===== config.mk =====
export PLATFORM = sky130hd
export DESIGN_NAME = hdmi_line_fetch_ctrl
export DESIGN_NICKNAME = d
export VERILOG_FILES = /design/src/rtl/hdmi_line_fetch_ctrl.sv
export SDC_FILE = /design/constraint.sdc
export NUM_CORES = 1
export LEC_CHECK = 0
export ABC_AREA = 1
export CELL_PAD_IN_SITES_DETAIL_PLACEMENT = 0
export CELL_PAD_IN_SITES_GLOBAL_PLACEMENT = 2
export CORE_UTILIZATION = 32
export CTS_BUF_LIST = sky130_fd_sc_hd__clkbuf_8 sky130_fd_sc_hd__clkbuf_16
export CTS_CLUSTER_DIAMETER = 30
export DETAILED_ROUTE_END_ITERATION = 6
export GPL_ROUTABILITY_DRIVEN = 0
export PLACE_DENSITY_LB_ADDON = 0.1
export SLEW_MARGIN = 25
export SYNTH_ARGS = -nofsm -noshare
export SYNTH_HDL_FRONTEND = slang
export SYNTH_SLANG_ARGS = --single-unit

===== constraint.sdc =====
create_clock -name hdmi_clk_i -period 3.4 [get_ports hdmi_clk_i]
set_input_delay 0.51 -clock hdmi_clk_i [delete_from_list [all_inputs] [get_ports hdmi_clk_i]]
set_output_delay 0.51 -clock hdmi_clk_i [all_outputs]
set_load 0.02 [all_outputs]

===== src/rtl/hdmi_line_fetch_ctrl.sv =====
// Frame-buffer line fetch scheduler for the HDMI pixel path: issues fixed-size read
// bursts one line ahead of active video, paced by free space in the pixel FIFO.
module hdmi_line_fetch_ctrl #(
    parameter int unsigned ADDR_W       = 28,
    parameter int unsigned H_ACTIVE     = 640,
    parameter int unsigned V_ACTIVE     = 480,
    parameter int unsigned PIX_PER_BEAT = 16,
    parameter int unsigned BURST_BEATS  = 8,
    parameter int unsigned FIFO_AW      = 6
) (
    input  logic              hdmi_clk_i,
    input  logic              hdmi_rst,
    input  logic              frame_start,
    input  logic              line_start,
    input  logic [ADDR_W-1:0] base_addr,
    input  logic [FIFO_AW:0]  fifo_level,
    input  logic              pix_pop,
    output logic              rd_req,
    output logic [ADDR_W-1:0] rd_addr,
    output logic [7:0]        rd_len,
    input  logic              rd_ack,
    input  logic              rd_valid,
    output logic              fifo_wr,
    output logic [9:0]        line_idx,
    output logic              busy,
    output logic              overrun,
    output logic              underrun,
    input  logic              clr_flags
);

    localparam int unsigned BEATS_LINE  = H_ACTIVE / PIX_PER_BEAT;
    localparam int unsigned BURSTS_LINE = BEATS_LINE / BURST_BEATS;
    localparam int unsigned BURST_W     = (BURSTS_LINE > 1) ? $clog2(BURSTS_LINE) : 1;
    localparam int unsigned BEAT_W      = (BURST_BEATS > 1) ? $clog2(BURST_BEATS) : 1;
    // Highest FIFO fill that still leaves room for a whole burst.
    localparam int unsigned LEVEL_MAX   = (2 ** FIFO_AW) - BURST_BEATS;

    typedef enum logic [2:0] {StIdle, StArm, StCheck, StReq, StData} state_e;

    state_e              state_q, state_d;
    logic [ADDR_W-1:0]   line_addr_q, line_addr_d;
    logic [ADDR_W-1:0]   pend_base_q, pend_base_d;
    logic [9:0]          line_idx_q, line_idx_d;
    logic [BURST_W-1:0]  burst_q, burst_d;
    logic [BEAT_W-1:0]   beat_q, beat_d;
    logic                resync_q, resync_d;
    logic                overrun_q, overrun_d;
    logic                underrun_q, underrun_d;

    always_ff @(posedge hdmi_clk_i or posedge hdmi_rst) begin
        if (hdmi_rst) begin
            state_q     <= StIdle;
            line_addr_q <= '0;
            pend_base_q <= '0;
            line_idx_q  <= '0;
            burst_q     <= '0;
            beat_q      <= '0;
            resync_q    <= 1'b0;
            overrun_q   <= 1'b0;
            underrun_q  <= 1'b0;
        end else begin
            state_q     <= state_d;
            line_addr_q <= line_addr_d;
            pend_base_q <= pend_base_d;
            line_idx_q  <= line_idx_d;
            burst_q     <= burst_d;
            beat_q      <= beat_d;
            resync_q    <= resync_d;
            overrun_q   <= overrun_d;
            underrun_q  <= underrun_d;
        end
    end

    always_comb begin
        state_d     = state_q;
        line_addr_d = line_addr_q;
        pend_base_d = pend_base_q;
        line_idx_d  = line_idx_q;
        burst_d     = burst_q;
        beat_d      = beat_q;
        resync_d    = resync_q;
        rd_req      = 1'b0;
        fifo_wr     = 1'b0;

        unique case (state_q)
            StIdle: begin
                if (frame_start) begin
                    line_addr_d = base_addr;
                    line_idx_d  = '0;
                    state_d     = StArm;
                end
            end
            StArm, StCheck: begin
                if (frame_start) begin
                    line_addr_d = base_addr;
                    line_idx_d  = '0;
                    state_d     = StArm;
                end else if (state_q == StArm) begin
                    if (line_start) begin
                        burst_d = '0;
                        state_d = StCheck;
                    end
                end else if (fifo_level <= (FIFO_AW + 1)'(LEVEL_MAX)) begin
                    state_d = StReq;
                end
            end
            StReq: begin
                rd_req = 1'b1;
                if (frame_start) begin
                    resync_d    = 1'b1;
                    pend_base_d = base_addr;
                end
                if (rd_ack) begin
                    beat_d  = '0;
                    state_d = StData;
                end
            end
            StData: begin
                fifo_wr = rd_valid;
                if (frame_start) begin
                    resync_d    = 1'b1;
                    pend_base_d = base_addr;
                end
                if (rd_valid) begin
                    beat_d = beat_q + 1'b1;
                    if (beat_q == BEAT_W'(BURST_BEATS - 1)) begin
                        // A pending resync takes precedence over normal line progression.
                        if (resync_d) begin
                            resync_d    = 1'b0;
                            line_addr_d = pend_base_d;
                            line_idx_d  = '0;
                            state_d     = StArm;
                        end else if (burst_q != BURST_W'(BURSTS_LINE - 1)) begin
                            burst_d = burst_q + 1'b1;
                            state_d = StCheck;
                        end else begin
                            line_addr_d = line_addr_q + ADDR_W'(BEATS_LINE);
                            if (line_idx_q == 10'(V_ACTIVE - 1)) begin
                                line_idx_d = '0;
                                state_d    = StIdle;
                            end else begin
                                line_idx_d = line_idx_q + 10'd1;
                                state_d    = StArm;
                            end
                        end
                    end
                end
            end
            default: state_d = StIdle;
        endcase

        overrun_d  = (line_start && (state_q != StArm)) || (overrun_q && !clr_flags);
        underrun_d = (pix_pop && (fifo_level == '0)) || (underrun_q && !clr_flags);
    end

    assign rd_addr  = line_addr_q + ADDR_W'(burst_q) * ADDR_W'(BURST_BEATS);
    assign rd_len   = 8'(BURST_BEATS);
    assign line_idx = line_idx_q;
    assign busy     = (state_q == StCheck) || (state_q == StReq) || (state_q == StData);
    assign overrun  = overrun_q;
    assign underrun = underrun_q;

endmodule


==> impl_metrics.tcl <==
set metrics [dict create \
    met3_usage_pct 4.100 \
    io_buffer_count 85 \
    nets 928 \
    cp-end-kind "primary output" \
    power_leakage_nw 3.215 \
    rsz0062_at_grt "no" \
    met1_usage_pct 29.30 \
    worst-setup-path-type "register to primary output" \
    synth_top_area_share_pct 35.65 \
    drt_iter0_markers 397 \
    drc 0 \
    final_cell_mix "nand2_1, inv_1, o21ai_0, clkdlybuf4s50_1" \
    hp-class "register to register" \
    final_core_util_pct 40.60 \
    drt-pass1-iter-count 5 \
    grtUsageMet2_pct 31.36 \
    crit_path_frequent_cell "nand2_1" \
    die_h_microns 132.8 \
    crit_path_top_delay_cell "clkdlybuf4s50_1" \
    wl_per_cell_microns 15.37 \
    drv_slew 0 \
    design_area_sq_mm 0.006756 \
    grt_overflow_total 0 \
    initial_core_util_pct 32.90 \
    slew_headroom_pct 54.30 \
    antenna_cells 0 \
    fin_worst_skew_ns 0.004250 \
    drt-total-wl_microns 16910 \
    yosysSeqAreaShare_pct 35.65 \
    post-cts-setup-buffers 0 \
    tightest_slew_ns 0.6846 \
    yosysWarnings 0 \
    dp_hpwl_microns 12420 \
    grt_pass1_vias 5201 \
    mostFrequentLayoutCell "nand2_1" \
    critPathRequiredTime_ns 2.89 \
    vias 5383 \
    die_area_sq_mm 0.01764 \
    area_growth_pct 23.40 \
    multi_input_area_sq_mm 0.002950 \
    cp.arrival_ns 2.70 \
    regArea_sq_mm 0.001952 \
    vdd_drop_max_mv 0.5693 \
    hold_viol 0 \
    synth_area_leaders "dfrtp_1, nand2_1, o21ai_0, inv_1, nand3_1" \
    antenna_found_initial 0 \
    die_w_microns 132.8 \
    clk_latency_ns 0.35 \
    drive_gt1_share_pct 5.455 \
    avgSynthCellArea_sq_um 6.827 \
    cp_slowest_stage_delay_ns 0.61 \
    n_fill_cell 1801 \
    finalNonFillerCells 1100 \
    vias_per_cell 4.894 \
    startpoint_type "register" \
    yosys.area.top_type "dfrtp_1" \
    crit_fanout 5 \
    ios 94 \
    max_freq_mhz 311.9 \
    crit_chain "ha_1, fa_1, nand2_1, a21oi_2, nand2_1, nor2_1, nand2_1, xor2_1, clkdlybuf4s50_1" \
    period_share_pct 94.31 \
    syn_area_sq_mm 0.005475 \
    finalCriticalPeriod_ns 3.206 \
    grt_max_degree 44 \
    cts.clk_slew.worst_paths_ns 0.06 \
    rows 47 \
    dpl.cell_count 1084 \
    postCtsHoldBufs 0 \
    grt_pass1_wl_microns 27920 \
    clock_path_buffers 2 \
    setup_viol 0 \
    syn_inst 802 \
    cts_root_buf "clkbuf_16" \
    place_area_sq_mm 0.006462 \
    coreArea_sq_mm 0.01664 \
    synth.distinct_cells 41 \
    p_per_area_mw_per_mm2 796.2 \
    status "complete, no violations" \
    ys_ff_latch 78 \
    totalPowerFinal_w 0.005379 \
    cts_made_buffers 9 \
    busiest_layer "met2" \
    clock_sinks 78 \
    drv_cap 0 \
    cts_tree "done" \
    grtUsageTotal_pct 20.29 \
    setup-tns-final_ns 0 \
    drtAntennaViolNets 0 \
    htreeDepth 3 \
]
## synthesized netlist by cell type (all sizes together)
cell type / instances
nand2: 243
inv: 92
o21ai: 91
nor2: 81
dfrtp: 78
nand3: 61
buf: 34
xor2: 24
a21oi: 22
a21boi: 13
a22oi: 10
nand4: 10
ha: 9
clkbuf: 6
nor3: 6
or2: 4
and2: 3
conb: 2
mux2i: 2
o211ai: 2
o21a: 2
a31oi: 1
fa: 1
nand2b: 1
nand3b: 1
o21bai: 1
o22ai: 1
o31ai: 1
## cells by family after synthesis
family                   share of synthesized area, %
multiplexers                                   0.3656
flip-flops                                      35.65
other                                          0.1372
adder cells (fa/ha/maj)                         2.422
XOR/XNOR                                        3.839
AND/OR/NAND/NOR                                 31.81
AO/OA/AOI/OAI                                   14.81
buffers and inverters                           10.97
## registers in the layout, summed over array words and instances, names as in the netlist
name,count
line_addr_q,28
pend_base_q,28
line_idx,10
beat_q,3
burst_q,3
state_q,3
overrun,1
resync_q,1
underrun,1
## power by group
| group | switching, W | leakage [nW] | internal [W] |
|---|---|---|---|
| clock network | 0.000414 | 0.143 | 0.000535 |
| registers | 0.000341 | 0.972 | 0.00131 |
| logic | 0.00177 | 2.10 | 0.00101 |
## critical path, delay by kind of cell, from the launching register on
kind / cells / cell delay [ns]
AOI/OAI and AO/OA: 1 / 0.18
adders and majority gates: 2 / 0.43
DFF: 1 / 0.41
xor gates and xnor gates: 1 / 0.14
and+or+nand+nor: 4 / 0.59
buffers and inverters: 1 / 0.61
## per-stage QoR
stage | hold slack [ns] | setup WS (ns)
after floorplan | 0.4457 | 0.8950
after global placement | 0.4594 | 0.4617
after detailed placement | 0.4723 | 0.3383
after CTS | 0.4881 | 0.07131
after global routing | 0.5107 | 0.008275
final | 0.4819 | 0.1935
## final cells by class
class | count | area share (%)
multi-input combinational | 598 | 43.67
sequential | 78 | 28.89
timing repair buffer | 96 | 13.96
inverter | 92 | 5.167
tap | 220 | 4.074
clock buffer | 11 | 3.741
clock inverter | 5 | 0.5000
## path summary, 6_finish.rpt
kind,slack (ns),to,startpoint,depth (start not counted)
hold reg to reg,0.48,pend_base_q[23],pend_base_q[23],2
setup reg to reg,1.17,line_addr_q[23],state_q[0],9
max in group asynchronous,2.16,line_idx[6],hdmi_rst,3
hold / removal,0.48,pend_base_q[23],pend_base_q[23],2
min in group asynchronous,0.56,pend_base_q[1],hdmi_rst,2
setup / recovery,0.19,rd_addr[21],line_addr_q[3],9
## layer usage
metal	vias up	routed length [microns]	share of wire, %
li1	2706	-	-
met4	0	125	0.74
met5	-	0	0
met1	2533	8512	50
met2	137	7497	44
met3	7	771	4.6
## timing repair
item,4_1_cts,5_1_grt
endpoints found under the setup margin,2,3
hold endpoints to repair,0,0
resized for setup,2,3
Power figures use the tool's default switching activity.
